$ cat config.mk
export PLATFORM = sky130hd
export DESIGN_NAME = mine_placer
export DESIGN_NICKNAME = d
export VERILOG_FILES = /design/src/rtl/mine_pkg.sv /design/src/rtl/lfsr8.sv /design/src/rtl/mine_placer.sv
export SDC_FILE = /design/constraint.sdc
export NUM_CORES = 1
export LEC_CHECK = 0
export ABC_CLOCK_PERIOD_IN_PS = 6000
export BUFFER_PORTS_ARGS = -buffer_cell sky130_fd_sc_hd__buf_4
export CAP_MARGIN = 20
export CORE_UTILIZATION = 57
export CTS_CLUSTER_SIZE = 14
export DETAILED_ROUTE_END_ITERATION = 8
export GPL_TIMING_DRIVEN = 1
export HOLD_SLACK_MARGIN = 0.12
export PLACE_DENSITY = 0.84
export RECOVER_POWER = 50
export SLEW_MARGIN = 20
export SYNTH_ARGS = -nofsm -noshare
export SYNTH_HDL_FRONTEND = slang
export SYNTH_SLANG_ARGS = --single-unit
export TNS_END_PERCENT = 30
$ cat constraint.sdc
create_clock -name clka -period 6 [get_ports clka]
set_input_delay 0.6 -clock clka [delete_from_list [all_inputs] [get_ports clka]]
set_output_delay 0.6 -clock clka [all_outputs]
set_load 0.01 [all_outputs]
$ cat src/rtl/mine_pkg.sv
// Shared definitions for the mine placer: board geometry, cell address type,
// LFSR tap mask and step function, and the placement FSM states.
package mine_pkg;

    localparam int BOARD_W     = 5;
    localparam int BOARD_CELLS = BOARD_W * BOARD_W;

    typedef logic [4:0] cell_addr_t;

    // Fibonacci taps for x^8+x^6+x^5+x^4+1 (stages 8,6,5,4 -> bits 7,5,4,3).
    localparam logic [7:0] LFSR_TAPS = 8'hB8;

    typedef enum logic [1:0] {
        ST_IDLE = 2'd0,
        ST_GEN  = 2'd1,
        ST_DONE = 2'd2
    } state_e;

    function automatic logic [7:0] lfsr_step(input logic [7:0] s);
        return {s[6:0], ^(s & LFSR_TAPS)};
    endfunction

endpackage

$ cat src/rtl/lfsr8.sv
// Free-running 8-bit maximal-length LFSR; reloads SEED on restart and
// exposes its full state.
module lfsr8
    import mine_pkg::*;
#(
    parameter logic [7:0] SEED = 8'hA5
) (
    input  logic       clka,
    input  logic       restart,
    output logic [7:0] lfsr
);

    // NOTE: sequential state is always written with non-blocking assignments
    // so every flop samples the pre-edge values of its neighbours.
    always_ff @(posedge clka) begin
        if (restart) lfsr <= SEED;
        else         lfsr <= lfsr_step(lfsr);
    end

endmodule

$ cat src/rtl/mine_placer.sv
// Mine placement responder: on start, clears the 5x5 map and places NUM_MINES
// distinct mines from LFSR candidates; serves a registered single-cell read.
// Optional macro MINE_SAFE_FIRST_EN keeps cell safe_addr mine-free.
module mine_placer
    import mine_pkg::*;
#(
    parameter int         NUM_MINES = 5,
    parameter logic [7:0] SEED      = 8'hA5
) (
    input  logic                   clka,
    input  logic                   restart,
    input  logic                   start,
    input  cell_addr_t             safe_addr,
    input  cell_addr_t             cell_addr,
    output logic                   place_done,
    output logic                   busy,
    output logic [BOARD_CELLS-1:0] mine_map,
    output cell_addr_t             mine_count,
    output logic                   cell_mine
);

    localparam cell_addr_t TARGET = cell_addr_t'(NUM_MINES);

    logic [7:0]  lfsr;
    state_e      state;
    cell_addr_t  candidate;
    cell_addr_t  count_inc;
    logic [31:0] map_ext;
    logic [BOARD_CELLS-1:0] cand_bit;
    logic        is_safe;
    logic        accept;

    lfsr8 #(.SEED(SEED)) u_lfsr (
        .clka    (clka),
        .restart (restart),
        .lfsr    (lfsr)
    );

    assign candidate = lfsr[4:0];
    assign count_inc = mine_count + 5'd1;
    // Zero-padding to 32 entries makes addresses 25..31 read back as empty.
    assign map_ext   = {7'd0, mine_map};
    assign cand_bit  = BOARD_CELLS'(1) << candidate;

`ifdef MINE_SAFE_FIRST_EN
    logic [2:0] unused_lfsr;
    assign unused_lfsr = lfsr[7:5];
    assign is_safe     = (candidate == safe_addr);
`else
    logic [7:0] unused_bits;
    assign unused_bits = {lfsr[7:5], safe_addr};
    assign is_safe     = 1'b0;
`endif

    assign accept = (candidate < cell_addr_t'(BOARD_CELLS)) && !map_ext[candidate] && !is_safe;

    // NOTE: the mine map is a plain register bank, so it is cleared by the
    // synchronous restart like the rest of the state; no stale map survives.
    always_ff @(posedge clka) begin
        if (restart) begin
            state      <= ST_IDLE;
            mine_map   <= '0;
            mine_count <= '0;
            place_done <= 1'b0;
            busy       <= 1'b0;
            cell_mine  <= 1'b0;
        end else begin
            cell_mine <= map_ext[cell_addr];
            case (state)
                ST_IDLE, ST_DONE: begin
                    if (start) begin
                        state      <= ST_GEN;
                        mine_map   <= '0;
                        mine_count <= '0;
                        place_done <= 1'b0;
                        busy       <= 1'b1;
                    end
                end
                ST_GEN: begin
                    if (accept) begin
                        mine_map   <= mine_map | cand_bit;
                        mine_count <= count_inc;
                        if (count_inc == TARGET) begin
                            state      <= ST_DONE;
                            busy       <= 1'b0;
                            place_done <= 1'b1;
                        end
                    end
                end
                default: state <= ST_IDLE;
            endcase
        end
    end

endmodule

# Word-level counts from Yosys, hierarchy flattened
# Cells that the tools add are included.
[totals]
register_bits = 43
in_bits = 13
output_inout_bits = 33
wordCells = 50
[op_classes]
n_addsub = 1
order_cmp = 3
n_eq_ne = 6
shifts = 1
mux = 22
bitwise_logic = 1
n_reduce_logical = 9
[op_table]
columns = ["cell", "count"]
rows = [
  ["2-to-1 mux 25 bit", 2],
  ["case mux 25 bit (2 select lines)", 1],
  ["OR 25 bit", 1],
  ["<< shifter 1 x 5 -> 25 bit, first input constant", 1],
  ["less-than comparator 5 x 6 -> 1 bit, second input constant", 2],
  ["binary-select mux 1 bit (select 5 bit)", 2],
  ["2-to-1 mux 5 bit", 2],
  ["case mux 5 bit (2 select lines)", 1],
  ["2-to-1 mux 1 bit", 8],
  ["parity 8 bit", 1],
  ["2-to-1 mux 2 bit", 3],
  ["!= test 2 bit, second input constant", 3],
  ["AND reduction 3 bit", 2],
  ["adder 5 x 1 -> 5 bit, second input constant", 1],
  ["equality test 5 x 3 -> 1 bit, second input constant", 1],
  ["less-than comparator 5 bit, second input constant", 1],
  ["case mux 1 bit (2 select lines)", 2],
  ["case mux 2 bit (2 select lines)", 1],
  ["AND reduction 4 bit", 1],
  ["equality test 2 x 1 -> 1 bit, second input constant", 1],
  ["equality test 2 bit, second input constant", 1],
  ["zero test 2 bit", 1],
  ["nonzero test 2 bit", 1],
  ["OR reduction 2 bit", 1],
  ["other kinds (2)", 2],
]

# Depth between registers and ports, before layout
# Gate-level depths: netlist (run 1).
[logic_depth]
ltp_word = 6
ltp_mapped = 9
depth_no_buf = 6

# By module
# Synthesis (run 1) repeated with hierarchy kept, for this count alone.
[unflattened]
hier_cells = 215
hier_area_um2 = 2200.9
[modules_own_cells]
columns = ["mod", "instances", "cells_per_inst", "area_each_um2", "seq_area_each_um2"]
rows = [
  ["mine_placer", 1, 196, 1964.4, 700.7],
  ["lfsr8", 1, 19, 236.5, 160.2],
]

# Least setup slack after synthesis (run 1)
# OpenSTA, ideal clock, no wires.
[synth_path]
kind = "input-to-reg"
start = "input cell_addr[0]"
end = "register cell_mine"
setup_time_ps = 128
t_arrival_ps = 2125
required_time_ps = 5872
setup_slack_ps = 3747
stages = 5
path_buffers = 1
cell_sequence = "clkbuf_1 -> mux4_2 -> mux4_2 -> o21ai_0 -> nor2_1"
[synth_via]
elab_chain_cells = 2
[synth_lines]
columns = ["element", "line", "rtl"]
rows = [
  ["start, declared", "mine_placer.sv:14", "input cell_addr_t cell_addr,"],
  ["binary-select mux 1 bit (select 5 bit)", "mine_placer.sv:68", "cell_mine <= map_ext[cell_addr];"],
  ["2-to-1 mux 1 bit (implied by the code)", "mine_placer.sv:68", ""],
  ["end signal, assigned", "mine_placer.sv:68", ""],
  ["end, declared", "mine_placer.sv:19", "output logic cell_mine"],
]
# No other way between the ends. The select of a mux whose other input is x is not followed.
# A chain may end at the register's enable or synchronous reset.

# Worst setup path after layout (run 1)
[layout_path]
start = "register u_lfsr.lfsr[0]"
end = "register mine_map[11]"
[layout_via]
elab_chain_cells = 6
word_cells_on_any_way = 11
cone_classes = "1 x order compare; 1 x eq/ne; 1 x shift; 4 x mux; 1 x bitwise; 3 x reduce/logical"
[layout_lines]
columns = ["element", "line", "rtl"]
rows = [
  ["start, declared", "lfsr8.sv:10", "output logic [7:0] lfsr"],
  ["start signal, assigned", "lfsr8.sv:17", "else lfsr <= lfsr_step(lfsr);"],
  ["binary-select mux 1 bit (select 5 bit)", "mine_placer.sv:55", "assign accept = (candidate < cell_addr_t'(BOARD_CELLS)) && !map_ext[candidate] && !is_safe;"],
  ["2-to-1 mux 1 bit (implied by the code)", "mine_placer.sv:55", ""],
  ["zero test 1 bit", "mine_placer.sv:55", ""],
  ["logical AND 1 bit", "mine_placer.sv:55", ""],
  ["!= test 2 bit (no source line)", "n/a", ""],
  ["AND reduction 3 bit (no source line)", "n/a", ""],
  ["end signal, assigned", "mine_placer.sv:81", "mine_map <= mine_map | cand_bit;"],
  ["end, declared", "mine_placer.sv:17", "output logic [BOARD_CELLS-1:0] mine_map,"],
]
# Several ways; a longest one is shown, not always the timed one. The select of a mux whose other input is x is not followed.

==> run_results.csv, run 1 <==
group,metric,value,unit
run_status,status,"completed",
global_route,grt_pass1_vias,1642,
global_route,grt_use_total,25.5,%
synth,netlist_top_cells_area,"dfxtp_1, mux4_2, a32o_1",
synth,synth_flop_cell,"dfxtp_1",
timing,setup_viol,0,
detailed_routing,routed_wl,4590,um
pwr,swShare,27.8,%
worst_hold_path,hold_depth,1,
synth,syn_avg_cell_area,9.76,sq um
worst_setup_path,start_kind,"register",
worst_setup_path,cp_data_required_time,6300,ps
placement,dp.cells,285,
run,drv_cap,0,
floorplanning,die_w,62.4,um
timing,postLayoutSetupSlackWorst,2870,ps
worst_setup_path,crit_path_end,"mine_map[11]",
timing,hold_viol_final,0,
clock_tree,clockRootBuffer,"clkbuf_4",
worst_setup_path,reg2reg_slack,2870,ps
global_route,antenna_found_initial,0,
timing,fin_worst_skew,10.6,ps
clock_tree,postCtsHoldBufs,0,
synth,synth_largest_area_cell,"dfxtp_1",
pwr,switchingPower,0.153,mW
pwr,vdd_ir_drop_max,0.159,mV
layout,instances_no_fill,293,
detailed_routing,num_vias,1776,
synth,ys_ff_latch,43,
floorplanning,initial_core_util,60.8,%
clock_tree,cts_setup_buffers,0,
floorplanning,die-area,0.00389,sq mm
layout,final_cell_mix,"dfxtp_1, clkbuf_1, nor2_1, nand2_1, mux4_2",
layout,stdcell_area,0.00233,sq mm
timing,worst_pin_slew,864,ps
timing,tns,0,ps
timing,holdWs,426,ps
timing,fin_crit,3130,ps
layout,mostFrequentLayoutCell,"dfxtp_1",
pwr,cellPowerDensity,236,mW/mm^2
clock_tree,cts_inserted_buffers,5,
synth,syn_inst,213,
clock_tree,htree_levels,2,
clock_tree,clk_pin_slew,120,ps
detailed_routing,post-route-drc-count,0,
clock_tree,cts_sinks,43,
pwr,intPower,0.397,mW
worst_setup_path,endpoint_kind,"register",
layout,diodes,0,
layout,area_growth,12.1,%
worst_setup_path,cp_max_fo,18,
timing,slew_viol_final,0,
timing,timing.fmax,0.320,GHz
placement,dp_hpwl,3280,um
synth,synth_edf_count,0,
detailed_routing,drtIter0Drc,227,
worst_setup_path,r2r-end,"mine_map[11]",
pwr,pwr-share-seq,57.4,%
global_route,grt_pass1_wl,7800,um
synth,yosysUniqueCellTypes,43,
timing,grt_setup_unrepaired,"false",
detailed_routing,ant_nets,0,
detailed_routing,wire_per_inst,15.7,um
worst_setup_path,crit_type,"reg2reg",
layout,drive_above_1_share,14.6,%
synth,syn-cell-area,0.00208,sq mm
floorplanning,core-area,0.00342,sq mm
synth,synth_async_sr_flop_share,0,%
placement,place_area,0.00238,sq mm
worst_setup_path,rr_startpoint,"u_lfsr.lfsr[0]",
clock_tree,cts_tree,"yes",
placement,place_congestion,0.847,
pwr,p_leak,0.845,nW
floorplanning,ios,46,
global_route,grt_max_degree,25,
synth,ys_seq_area_share,41.4,%
detailed_routing,via_per_inst,6.06,
worst_setup_path,critical_path.startpoint,"u_lfsr.lfsr[0]",
floorplanning,die_y,62.4,um
global_route,grt.overflow.total,0,
placement,portBuffers,40,
worst_hold_path,hp-class,"reg2reg",
clock_tree,ctsResizeCount,0,
synth,synth.net_count,228,
clock_tree,clockBufferDepth,2,
timing,fin_crit_sh,52.1,%
placement,place_ws,2910,ps
timing,max_slew_margin,42.4,%
floorplanning,row_count,21,
layout,layout.nets,261,
detailed_routing,dr.pass1.iters,4,
pwr,power_frac_comb,13.9,%
worst_setup_path,cp.arrival,3420,ps
synth,yosys_warnings,0,
pwr,clkPwrFrac,28.7,%
clock_tree,clk_latency,350,ps
worst_setup_path,reg2reg_depth,6,
layout,n_fill_cell,305,
synth,yosys.area.top_type_share,41.4,%
metal layers:
metal | vias up | global-route usage [%] | wire length, um
met5 | - | 0 | 0
met4 | 0 | 8.72 | 73
met3 | 11 | 5.29 | 205
met2 | 61 | 37.9 | 2100
met1 | 854 | 36.9 | 2210
li1 | 850 | - | -
worst min path at each step:
stage,endpoint,from
floorplan,u_lfsr.lfsr[7],u_lfsr.lfsr[6]
CTS,u_lfsr.lfsr[7],u_lfsr.lfsr[6]
global route,u_lfsr.lfsr[7],u_lfsr.lfsr[6]
global placement,u_lfsr.lfsr[7],u_lfsr.lfsr[6]
finish,u_lfsr.lfsr[7],u_lfsr.lfsr[6]
detailed placement,u_lfsr.lfsr[7],u_lfsr.lfsr[6]
worst max-delay path, stage by stage, from the launching register on:
cell and delay, ps:
dfxtp_1 860, mux4_2 600, a22oi_1 260, and2b_2 230, o211ai_2 270, a211oi_1 630, a22o_1 230
cells in the mapped netlist, types with 2 or more instances:
| library cell | count |
|---|---|
| dfxtp_1 | 43 |
| nor2_1 | 18 |
| nand2_1 | 16 |
| clkbuf_1 | 12 |
| mux4_2 | 11 |
| a21oi_1 | 10 |
| nand3_1 | 10 |
| a22o_1 | 8 |
| a32o_1 | 8 |
| nand2b_1 | 8 |
| nor2b_1 | 7 |
| o21ai_0 | 6 |
| inv_1 | 5 |
| or2_2 | 5 |
| mux2i_1 | 4 |
| o22ai_1 | 4 |
| and2_1 | 3 |
| a211oi_1 | 2 |
| a22oi_1 | 2 |
| a31oi_1 | 2 |
| buf_2 | 2 |
| ha_1 | 2 |
| nand3b_1 | 2 |
| o31ai_1 | 2 |
| xnor2_1 | 2 |
| xor2_1 | 2 |
flip-flops by register name, summed over array words and instances (netlist names):
name,cells
mine_map,25
u_lfsr.lfsr,8
mine_count,5
state,2
busy,1
cell_mine,1
place_done,1
power groups by stage:
stage               Clock [mW]  Combinational, mW  Sequential, mW
floorplan                    0             0.0672           0.310
global placement             0             0.0777           0.322
detailed placement           0             0.0784           0.322
CTS                      0.158             0.0787           0.315
global route             0.176             0.0836           0.318
finish                   0.158             0.0765           0.315
kinds of logic after synthesis:
group / count (synthesis) / share of synthesized area (%)
buf+inv: 20 / 4.09
flops: 43 / 41.4
compound gates: 52 / 18.4
simple gates: 76 / 18.8
fa+ha+maj: 2 / 1.20
xor+xnor: 4 / 1.69
mux: 16 / 14.4
per-stage QoR:
step,power [mW],util (%)
floorplan,0.377,-
global placement,0.399,69.6
detailed placement,0.400,69.6
CTS,0.552,71.6
global route,0.578,68.2
finish,0.550,68.2
layout make-up:
type | count | area [sq um] | area share, %
clock buffer | 8 | 68.8 | 2.95
inverter | 5 | 18.8 | 0.806
multi-input combinational | 150 | 1130 | 48.6
sequential | 43 | 861 | 36.9
tap | 46 | 57.6 | 2.47
timing repair buffer | 41 | 191 | 8.22
No activity file was read; power rests on OpenSTA's default activity.
==> inputs of run 2 (changes only) <==
--- a/config.mk
+++ b/config.mk
@@ -5,15 +5,15 @@
 export SDC_FILE = /design/constraint.sdc
 export NUM_CORES = 1
 export LEC_CHECK = 0
-export ABC_CLOCK_PERIOD_IN_PS = 6000
+export ABC_CLOCK_PERIOD_IN_PS = 2700
 export BUFFER_PORTS_ARGS = -buffer_cell sky130_fd_sc_hd__buf_4
 export CAP_MARGIN = 20
-export CORE_UTILIZATION = 57
+export CORE_UTILIZATION = 48
 export CTS_CLUSTER_SIZE = 14
 export DETAILED_ROUTE_END_ITERATION = 8
 export GPL_TIMING_DRIVEN = 1
 export HOLD_SLACK_MARGIN = 0.12
-export PLACE_DENSITY = 0.84
+export PLACE_DENSITY = 0.76
 export RECOVER_POWER = 50
 export SLEW_MARGIN = 20
 export SYNTH_ARGS = -nofsm -noshare
==> constraint.sdc (replaced) <==
create_clock -name clka -period 2.7 [get_ports clka]
set_input_delay 0.27 -clock clka [delete_from_list [all_inputs] [get_ports clka]]
set_output_delay 0.27 -clock clka [all_outputs]
set_load 0.01 [all_outputs]
==> run_results.csv, run 2 (synthesis gave the netlist of run 1 again) <==
group,metric,value,unit
layout,final_cell_mix,"dfxtp_1, clkbuf_1, nor2_1, nand2_1, buf_4",
timing,timing.fmax,0.411,GHz
timing,tns,0,ps
pwr,power,1.34,mW
worst_setup_path,reg2reg_depth,7,
clock_tree,htree_levels,2,
timing,worst_pin_slew,532,ps
worst_setup_path,reg2reg_slack,270,ps
clock_tree,clockRootBuffer,"clkbuf_8",
placement,place_ws,91.7,ps
layout,area_growth,15.9,%
detailed_routing,dr.pass1.iters,4,
run_status,status,"completed",
worst_hold_path,hp-class,"in2reg",
layout,layout.nets,266,
clock_tree,cts_inserted_buffers,5,
timing,grt_setup_unrepaired,"false",
floorplanning,die_w,67.8,um
worst_hold_path,min_to,"state[1]",
clock_tree,cts_tree,"yes",
floorplanning,ios,46,
timing,fin_worst_skew,10.2,ps
floorplanning,initial_core_util,50.9,%
detailed_routing,via_per_inst,5.92,
pwr,vdd_ir_drop_max,0.262,mV
worst_setup_path,slowest_stage,"dfxtp_1",
timing,slew_viol_final,0,
worst_setup_path,r2r-end,"mine_map[23]",
pwr,intPower,0.971,mW
detailed_routing,drtIter0Drc,218,
placement,dp_hpwl,3460,um
worst_setup_path,cp_max_fo,14,
pwr,pwr-share-seq,51.9,%
global_route,grt_pass1_vias,1561,
timing,postLayoutSetupSlackWorst,268,ps
placement,place_congestion,0.867,
global_route,grt.overflow.total,0,
clock_tree,clk_pin_slew,80,ps
floorplanning,die-area,0.00460,sq mm
worst_setup_path,worstPathCellList,"mux4_2 > a22oi_1 > and2b_2 > o211ai_2 > buf_4 > nand2_1 > a32o_1",
pwr,clkPwrFrac,34.1,%
detailed_routing,num_vias,1787,
pwr,cellPowerDensity,556,mW/mm^2
run,drv_cap,0,
worst_setup_path,cpPeakStageDelay,660,ps
worst_setup_path,crit_type,"reg2reg",
worst_hold_path,hold_depth,4,
worst_setup_path,endpoint_kind,"register",
global_route,grt_pass1_wl,7520,um
layout,largestRegisters,"mine_map: 25 flops, u_lfsr.lfsr: 8 flops, mine_count: 5 flops",
global_route,grt_max_degree,25,
layout,seqCellArea,862,sq um
layout,drive_above_1_share,17.1,%
worst_setup_path,cp.arrival,2680,ps
layout,n_fill_cell,386,
floorplanning,die_y,67.8,um
layout,mostFrequentLayoutCell,"dfxtp_1",
timing,fin_crit_sh,90.1,%
layout,top_register,"mine_map",
global_route,antenna_found_initial,0,
worst_setup_path,start_kind,"register",
pwr,power_frac_comb,14.1,%
timing,max_slew_margin,64.5,%
clock_tree,cts_sinks,43,
layout,diodes,0,
timing,fin_crit,2430,ps
detailed_routing,post-route-drc-count,0,
layout,multi_input_area,0.00113,sq mm
layout,largest_register_ffs,25,
clock_tree,clockBufferDepth,2,
worst_setup_path,cp_data_required_time,2950,ps
clock_tree,postCtsHoldBufs,0,
floorplanning,row_count,23,
detailed_routing,routed_wl,4790,um
pwr,p_leak,0.885,nW
timing,hold_viol_final,0,
worst_setup_path,rr_startpoint,"u_lfsr.lfsr[1]",
pwr,switchingPower,0.368,mW
worst_hold_path,worst_hold_startpoint,"start",
placement,portBuffers,40,
timing,setup_viol,0,
clock_tree,clk_latency,300,ps
floorplanning,core-area,0.00409,sq mm
global_route,grt_use_total,22.6,%
detailed_routing,ant_nets,0,
detailed_routing,wire_per_inst,15.9,um
clock_tree,cts_setup_buffers,0,
pwr,swShare,27.5,%
## run 2: changes by cell type in the layout (fill, tap and decap cells not counted), sizes merged
cell / change
buf: +6
clkbuf: -1
## run 2: timing repair
item	in CTS	in global routing
endpoints found under the hold margin	0	0
setup endpoints to repair	0	14
resized for setup	0	1
## run 2: worst max path at each step
stage | from | cells after the start | slack [ps] | end
CTS | u_lfsr.lfsr[0] | 7 | 80 | mine_map[23]
global route | u_lfsr.lfsr[1] | 7 | 70 | mine_map[7]
global placement | u_lfsr.lfsr[0] | 7 | 140 | mine_map[7]
floorplan | u_lfsr.lfsr[0] | 7 | 560 | mine_map[18]
detailed placement | u_lfsr.lfsr[0] | 7 | 90 | mine_map[6]
finish | u_lfsr.lfsr[1] | 7 | 270 | mine_map[23]
## run 2: critical path: cells and delay by family, from the launching register on
family / cells / cell delay [ps]
buf+inv: 1 / 210
mux: 1 / 390
simple gates: 2 / 520
flops: 1 / 660
compound gates: 3 / 600
## run 2: power by group through the flow
| stage | combinational, mW | clock, mW | sequential, mW |
|---|---|---|---|
| floorplan | 0.149 | 0 | 0.688 |
| global placement | 0.191 | 0 | 0.708 |
| detailed placement | 0.194 | 0 | 0.709 |
| CTS | 0.195 | 0.459 | 0.694 |
| global route | 0.207 | 0.482 | 0.699 |
| finish | 0.189 | 0.456 | 0.694 |
## run 2: final cells by class
class / count / area share [%]
timing repair buffer: 46 / 9.66
sequential: 43 / 35.8
clock buffer: 8 / 4.16
multi-input combinational: 150 / 47.0
tap: 50 / 2.60
inverter: 5 / 0.779
## run 2: through the flow
| step | instance area (sq um) | utilization (%) | instances | hold WS (ps) |
|---|---|---|---|---|
| after floorplan | 2080 | - | 213 | 389 |
| after global placement | 2420 | 59.2 | 294 | 394 |
| after detailed placement | 2420 | 59.2 | 294 | 399 |
| after CTS | 2520 | 61.7 | 302 | 245 |
| after global routing | 2410 | 58.9 | 302 | 250 |
| final | 2410 | 58.9 | 302 | 244 |
## run 2: routing by layer
metal / track usage (%) / vias up / wire, um
met3: 5.91 / 6 / 281
met5: 0 / - / 0
met1: 30.8 / 875 / 2270
li1: - / 857 / -
met2: 34.8 / 49 / 2180
met4: 7.03 / 0 / 55
==> inputs of run 3 (changes only) <==
--- a/config.mk
+++ b/config.mk
@@ -13,7 +13,7 @@
 export DETAILED_ROUTE_END_ITERATION = 8
 export GPL_TIMING_DRIVEN = 1
 export HOLD_SLACK_MARGIN = 0.12
-export PLACE_DENSITY = 0.76
+export PLACE_DENSITY = 0.75
 export RECOVER_POWER = 50
 export SLEW_MARGIN = 20
 export SYNTH_ARGS = -nofsm -noshare
==> run_results.csv, run 3 (synthesis gave the netlist of run 1 again) <==
group,metric,value,unit
detailed_routing,wire_per_inst,15.6,um
clock_tree,cts_sinks,43,
layout,postLayoutCoreUtil,58.8,%
layout,top_register,"mine_map",
worst_setup_path,start_kind,"register",
worst_setup_path,crit_type,"reg2reg",
timing,fin_worst_skew,4.33,ps
clock_tree,htree_levels,2,
timing,worst_pin_slew,503,ps
clock_tree,cts_tree,"yes",
placement,dp_hpwl,3420,um
global_route,met2_usage,34.9,%
detailed_routing,ant_nets,0,
detailed_routing,drtIter0Drc,127,
layout,mostFrequentLayoutCell,"dfxtp_1",
floorplanning,row_count,23,
pwr,vdd_ir_drop_max,0.302,mV
layout,final_cell_mix,"dfxtp_1, clkbuf_1, nor2_1, buf_4, nand2_1",
global_route,grt_use_total,23.1,%
timing,slew_viol_final,0,
worst_setup_path,cp_max_fo,9,
timing,grt_setup_unrepaired,"false",
layout,largestRegisters,"mine_map: 25 flops, u_lfsr.lfsr: 8 flops, mine_count: 5 flops",
placement,place_ws,190,ps
layout,area_growth,15.6,%
timing,hold_viol_final,0,
timing,tns,0,ps
global_route,grt_use_met1,31.8,%
clock_tree,clockRootBuffer,"clkbuf_8",
timing,max_slew_margin,66.4,%
worst_setup_path,endpoint_kind,"register",
clock_tree,ctsResizeCount,0,
clock_tree,postCtsHoldBufs,0,
detailed_routing,via_per_inst,5.78,
worst_hold_path,hp-class,"in2reg",
layout,diodes,0,
placement,place_congestion,0.844,
timing,setup_viol,0,
detailed_routing,num_vias,1757,
global_route,antenna_found_initial,0,
timing,postLayoutSetupSlackWorst,181,ps
detailed_routing,dr.pass1.iters,4,
clock_tree,cts_inserted_buffers,5,
floorplanning,initial_core_util,50.9,%
clock_tree,clk_latency,300,ps
placement,portBuffers,40,
timing,fin_crit_sh,93.3,%
floorplanning,die-area,0.00460,sq mm
timing,holdWs,233,ps
global_route,grt-busiest-layer,"met2",
pwr,power,1.28,mW
worst_setup_path,cp.arrival,2750,ps
layout,drive_above_1_share,17.3,%
floorplanning,die_y,67.8,um
pwr,cellPowerDensity,533,mW/mm^2
run_status,status,"completed",
clock_tree,cts_setup_buffers,0,
layout,layout.nets,268,
detailed_routing,post-route-drc-count,0,
timing,timing.fmax,0.397,GHz
floorplanning,die_w,67.8,um
detailed_routing,routed_wl,4760,um
global_route,grt_pass1_vias,1608,
timing,fin_crit,2520,ps
global_route,grt_pass1_wl,7770,um
global_route,grt_max_degree,25,
global_route,grt.overflow.total,0,
clock_tree,clockBufferDepth,2,
pwr,p_leak,0.888,nW
layout,largest_register_ffs,25,
floorplanning,core-area,0.00409,sq mm
floorplanning,ios,46,
clock_tree,clk_pin_slew,80,ps
worst_setup_path,cp_data_required_time,2930,ps
run,drv_cap,0,
global_route,grtUsageMet3,5.41,%
==> run 3: cell types whose count changed in the layout (fill, tap and decap cells not counted), sizes merged <==
cell / previous run / this run
clkinv: 0 / 3
buf: 16 / 17
clkbuf: 38 / 36
==> run 3: stage by stage <==
step	instance area, sq um	cells
detailed placement	2430	296
global placement	2430	296
finish	2400	304
global route	2400	304
floorplan	2080	213
CTS	2520	304
==> run 3: path summary, 6_finish.rpt <==
path / startpoint / to / slack [ps] / cells after the start
max: u_lfsr.lfsr[0] / mine_map[18] / 180 / 6
min reg2reg: u_lfsr.lfsr[6] / u_lfsr.lfsr[7] / 410 / 1
max reg2reg: u_lfsr.lfsr[0] / mine_map[18] / 180 / 6
min: cell_addr[4] / cell_mine / 230 / 3
==> run 3: cell type report <==
cell class / count / area [sq um]
Tap cell: 50 / 62.6
Fill cell: 404 / 1680
Clock buffer: 5 / 68.8
Sequential cell: 43 / 861
Inverter: 5 / 18.8
Multi-Input combinational cell: 150 / 1130
Clock inverter: 3 / 15.0
Timing Repair Buffer: 48 / 244
==> run 3: critical path: stages, from the launching register on <==
cell	delay, ps
dfxtp_1	580
mux4_2	560
a22oi_1	250
and2b_2	230
o211ai_2	160
or4b_1	520
a21oi_1	150
==> run 3: layer usage <==
metal | share of wire, % | vias up
met4 | 1.6 | 0
met1 | 49 | 836
met5 | 0 | -
met3 | 5.8 | 9
li1 | - | 864
met2 | 44 | 48
==> run 3: report_power, final <==
group	total, mW	internal [mW]	switching (mW)
sequential	0.693	0.656	0.0369
clock	0.395	0.177	0.218
combinational	0.193	0.0849	0.108
